## config.mk

```make
export PLATFORM = sky130hd
export DESIGN_NAME = core_result_collector
export DESIGN_NICKNAME = d
export VERILOG_FILES = /design/src/rtl/collector_pkg.sv /design/src/rtl/strobe_edge_detect.sv /design/src/rtl/core_result_collector.sv
export SDC_FILE = /design/constraint.sdc
export NUM_CORES = 1
export LEC_CHECK = 0
export CORE_ASPECT_RATIO = 1.5
export CORE_MARGIN = 2
export CORE_UTILIZATION = 52
export CTS_CLUSTER_DIAMETER = 80
export CTS_CLUSTER_SIZE = 25
export DETAILED_ROUTE_END_ITERATION = 10
export GPL_TIMING_DRIVEN = 1
export PLACE_DENSITY_LB_ADDON = 0.2
export SLEW_MARGIN = 20
export SYNTH_ARGS = -nofsm -noshare
export SYNTH_HDL_FRONTEND = slang
export SYNTH_HIERARCHICAL = 1
export SYNTH_SLANG_ARGS = --single-unit
```

## constraint.sdc

```tcl
create_clock -name clk -period 3.9 [get_ports clk]
set_input_delay 0.39 -clock clk [delete_from_list [all_inputs] [get_ports clk]]
set_output_delay 0.39 -clock clk [all_outputs]
set_load 0.005 [all_outputs]
```

## src/rtl/collector_pkg.sv

```systemverilog
// collector_pkg: shared types and constants for the core result collector.
package collector_pkg;
    localparam int CORES_MAX        = 8;
    localparam int RESULT_W         = 8;
    localparam int SUM_W            = 11;
    localparam int STROBE_READY_BIT = 2;
    typedef enum logic [1:0] {ST_COUNT, ST_SUM, ST_DONE} state_e;
endpackage

```

## src/rtl/strobe_edge_detect.sv

```systemverilog
// strobe_edge_detect: 1-bit falling-edge detector on a per-core ready line.
module strobe_edge_detect (
    input  logic clk,
    input  logic reset,
    input  logic ready_i,
    output logic fall_o
);
    logic prev_q;
    // Remember last cycle's ready level; cleared only by reset so clear cannot fake an edge.
    always_ff @(posedge clk or posedge reset) begin
        if (reset) prev_q <= 1'b0;
        else       prev_q <= ready_i;
    end
    assign fall_o = prev_q & ~ready_i;
endmodule

```

## src/rtl/core_result_collector.sv

```systemverilog
// core_result_collector: latches first result per core, counts cycles to completion, then sums results.
module core_result_collector
    import collector_pkg::*;
#(
    parameter int CORES = 4,
    parameter int CNT_W = 16
) (
    input  logic                      clk,
    input  logic                      reset,
    input  logic [CORES*4-1:0]        out_strobe,
    input  logic [CORES*RESULT_W-1:0] result,
    input  logic                      clear,
    output logic [CORES-1:0]          core_done,
    input  logic [2:0]                rd_sel,
    output logic [RESULT_W-1:0]       rd_data,
    output logic [CNT_W-1:0]          total_cycles,
    output logic [SUM_W-1:0]          total_primes,
    output logic                      all_done,
    output logic                      done_pulse
);
    state_e                state_q, state_d;
    logic [CNT_W-1:0]      cnt_q, cnt_d;
    logic [SUM_W-1:0]      acc_q, acc_d, tot_q, tot_d;
    logic [2:0]            idx_q, idx_d;
    logic                  pulse_q, pulse_d;
    logic [CORES-1:0]      done_q, done_d, fall;
    logic [RESULT_W-1:0]   res_q [CORES];
    logic [RESULT_W-1:0]   res_d [CORES];
    logic [RESULT_W-1:0]   sel_res;
    logic                  unused_strobe;

    // Only the ready bit of each strobe nibble is meaningful.
    assign unused_strobe = ^out_strobe;

    for (genvar g = 0; g < CORES; g++) begin : g_edge
        strobe_edge_detect u_edge (
            .clk     (clk),
            .reset   (reset),
            .ready_i (out_strobe[g*4+STROBE_READY_BIT]),
            .fall_o  (fall[g])
        );
    end

    // Next-state: latch first results, count cycles, then sum one core per cycle; clear overrides all.
    always_comb begin
        state_d = state_q;
        cnt_d   = cnt_q;
        acc_d   = acc_q;
        idx_d   = idx_q;
        tot_d   = tot_q;
        pulse_d = 1'b0;
        done_d  = done_q;
        res_d   = res_q;
        sel_res = '0;
        for (int i = 0; i < CORES; i++)
            if (idx_q == 3'(i)) sel_res = res_q[i];
        case (state_q)
            ST_COUNT: begin
                for (int i = 0; i < CORES; i++)
                    if (fall[i] && !done_q[i]) begin
                        done_d[i] = 1'b1;
                        res_d[i]  = result[i*RESULT_W +: RESULT_W];
                    end
                if (&done_q) begin
                    state_d = ST_SUM;
                    acc_d   = '0;
                    idx_d   = '0;
                end else if (cnt_q != '1) begin
                    cnt_d = cnt_q + 1'b1;
                end
            end
            ST_SUM: begin
                acc_d = acc_q + SUM_W'(sel_res);
                idx_d = idx_q + 3'd1;
                if (idx_q == 3'(CORES-1)) begin
                    state_d = ST_DONE;
                    tot_d   = acc_q + SUM_W'(sel_res);
                    pulse_d = 1'b1;
                end
            end
            default: ;
        endcase
        if (clear) begin
            state_d = ST_COUNT;
            cnt_d   = '0;
            acc_d   = '0;
            idx_d   = '0;
            tot_d   = '0;
            pulse_d = 1'b0;
            done_d  = '0;
            res_d   = '{default: '0};
        end
    end

    // State and datapath registers with asynchronous reset.
    always_ff @(posedge clk or posedge reset) begin
        if (reset) begin
            state_q <= ST_COUNT;
            cnt_q   <= '0;
            acc_q   <= '0;
            idx_q   <= '0;
            tot_q   <= '0;
            pulse_q <= 1'b0;
            done_q  <= '0;
            res_q   <= '{default: '0};
        end else begin
            state_q <= state_d;
            cnt_q   <= cnt_d;
            acc_q   <= acc_d;
            idx_q   <= idx_d;
            tot_q   <= tot_d;
            pulse_q <= pulse_d;
            done_q  <= done_d;
            res_q   <= res_d;
        end
    end

    // Readback mux; indices beyond the core count read as zero.
    always_comb begin
        rd_data = '0;
        for (int i = 0; i < CORES; i++)
            if (rd_sel == 3'(i)) rd_data = res_q[i];
    end

    assign core_done    = done_q;
    assign total_cycles = cnt_q;
    assign total_primes = tot_q;
    assign done_pulse   = pulse_q;
    assign all_done     = (state_q == ST_DONE);
endmodule
```

==> flow_metrics.tcl <==
set metrics [dict create \
    run_status "completed" \
    fp-row-count 41 \
    ys_warn_count 6 \
    yosysSeqAreaShare 0.463 \
    relSlewSlack 0.315 \
    tns_ns 0 \
    yosysTopAreaCellShare 0.463 \
    endpoint_kind "flip-flop" \
    power_leakage_nw 2.49 \
    finalCritPeriodShare 0.876 \
    vias 3794 \
    root_buffer "clkbuf_16" \
    antenna_found_initial 0 \
    synthToLayoutAreaGrowth_pct 27.5 \
    grt_pass1_vias 3834 \
    drv_slew 0 \
    synth.area.mux_share 0.0421 \
    clockBufferDepth 2 \
    setup_viol 0 \
    synthesis.area_um2 4540 \
    post_cts_buffers 0 \
    synth-simple-area-share 0.222 \
    synth_top_family_by_area "simple AND/OR/NAND/NOR gates" \
    synth_most_common_cell "nand2_1" \
    dp_hpwl_um 8430 \
    synth_compound_gate_area_share 0.164 \
    clock_skew_ns 0.00812 \
    yosys_register_bits 84 \
    synth_flop_cell "dfrtp_1" \
    yosys.area.top_type "dfrtp_1" \
    ant_nets 0 \
    synth_area_leaders "dfrtp_1 (46%), nand2_1 (8.5%), a21oi_1 (6.3%), a22o_1 (4.0%), mux4_2 (4.0%)" \
    dieArea_um2 9520 \
    fmax_mhz 293 \
    cts_tree "done" \
    sw_frac_of_total 0.237 \
    nets 637 \
    gp_congestion 0.888 \
    hold_viol 0 \
    dr.pass1.iters 4 \
    first_iter_violations 246 \
    clk-insertion-delay-late_ns 0.35 \
    drc 0 \
    viasPerCell 5.58 \
    wl_per_cell_um 16.5 \
    seq_power_share 0.450 \
    fillers 680 \
    fp.dieH_um 118 \
    power.share.clock 0.458 \
    async_flop_share 1.00 \
    grt_use_total 0.249 \
    cellPowerDensity_nw_per_um2 352 \
    grt_setup_unrepaired "no" \
    grt-ovfl-total 0 \
    fin_crit_ns 3.42 \
    numCtsBuffers 9 \
    multi_input_area_um2 2310 \
    num_io_pins 95 \
    p_switching_w 0.000484 \
    critPathKind "flip-flop to flip-flop" \
    rrSetupSlack_ns 0.48 \
    p_comb_frac 0.093 \
    drive_gt1_frac 0.0855 \
    tightest_slew_ns 1.02 \
    cts_sinks 84 \
    grt_pass1_wl_um 18200 \
    wl_um 11200 \
    clkTransAtPathRegs_ns 0.06 \
    critical_path_arrival_ns 3.69 \
    vdd_drop_max_mv 0.244 \
    required_ns 4.17 \
    cts-resized-gates 0 \
    grt_max_degree 59 \
    cp_max_fo 16 \
    syn_avg_cell_area_um2 9.24 \
    htreeDepth 3 \
    synth_edf_count 0 \
    synth_cell_type_count 51 \
    synth_adder_area_share 0.0430 \
    p_int_w 0.00155 \
    syn_inst 492 \
    core_area_um2 8460 \
    start_util 0.537 \
    hold_buffers 0 \
    maxCapViolations 0 \
    diodes 0 \
    synthTopCellsByCount "nand2_1 (103), dfrtp_1 (84), a21oi_1 (57)" \
    portBuffers 82 \
    syn_nets 561 \
    fin_total_pwr_w 0.00204 \
    hold_path_class "input port to asynchronous set/reset pin" \
    synth_xor_area_frac 0.0347 \
    seq_area_um2 2100 \
    die_w_um 80.3 \
    start_kind "flip-flop" \
]
==> metal layers <==
metal  up-vias  global-route usage  wire length, um
met5         -                   0                0
met4         0               0.111              314
met3        25              0.0557              513
met2        98               0.446             6240
met1      1801               0.274             4120
li1       1870                   -                -
==> worst paths after layout <==
| kind | start | to | depth (start not counted) |
|---|---|---|---|
| min | reset | g_edge[3].u_edge/prev_q | 2 |
| max reg2reg | idx_q[1] | acc_q[10] | 13 |
| max | idx_q[1] | acc_q[10] | 13 |
| min in group clk | total_primes[1] | total_primes[1] | 2 |
| min reg2reg | total_primes[1] | total_primes[1] | 2 |
| max in group asynchronous | reset | res_q[8] | 3 |
==> metrics by stage <==
step                      cells  setup slack, ns  instance area [um2]  hold WS, ns   util
after floorplan             492            0.746                 4540        0.119      -
after global placement      664            0.675                 5460        0.460  0.645
after detailed placement    664            0.524                 5460        0.474  0.645
after CTS                   680            0.517                 5790        0.302  0.684
after global routing        680            0.209                 5790        0.342  0.684
final                       680            0.482                 5790        0.304  0.684
==> layout by cell type, fill, tap and decap left out, types with 8 or more instances in the layout <==
master	netlist	layout
dfrtp_1	84	84
xnor2_1	11	11
clkbuf_16	0	9
a21oi_1	57	57
o21ai_0	21	21
clkdlybuf4s50_1	0	81
inv_1	12	11
mux4_2	8	8
nor2b_1	10	10
a22o_1	21	21
nand2_1	103	103
ha_1	14	14
nor2_1	43	43
==> critical path, stage by stage, from the launching register on <==
cell	delay, ns
dfrtp_1	0.41
inv_1	0.10
ha_1	0.48
a21oi_1	0.13
o21ai_0	0.19
a22o_1	0.16
ha_1	0.20
inv_1	0.07
fa_1	0.40
nor2b_1	0.18
o31a_1	0.25
o21ai_1	0.19
or4_1	0.50
o21ai_1	0.09
==> cell type report <==
cell class                 instances  area share
clock buffer                       9      0.0389
clock inverter                     7      0.0171
inverter                          14     0.00907
multi-input combinational        371       0.398
sequential                        84       0.363
tap                              107      0.0231
timing repair buffer              88       0.151
==> flip-flops by register name, indices dropped and copies added, names as in the netlist <==
name,cells
idx_q,3
acc_q,11
done_pulse,1
core_done,4
state_q,2
res_q,32
total_cycles,16
g_edge.u_edge/prev_q,4
total_primes,11
==> power groups by stage <==
| stage | logic, W | registers, W | clock network, W |
|---|---|---|---|
| finish | 0.000189 | 0.000916 | 0.000933 |
| global route | 0.000210 | 0.000918 | 0.000979 |
| CTS | 0.000192 | 0.000916 | 0.000945 |
| detailed placement | 0.000190 | 0.000932 | 0 |
| global placement | 0.000187 | 0.000930 | 0 |
| floorplan | 0.000102 | 0.000925 | 0 |
==> logic make-up after synthesis <==
kind of cell,Yosys count
AO/OA/AOI/OAI,121
XOR/XNOR,18
adder cells (fa/ha/maj),15
buffers and inverters,37
flip-flops,84
multiplexers,9
AND/OR/NAND/NOR,208
No activity file was read; power rests on OpenSTA's default activity.
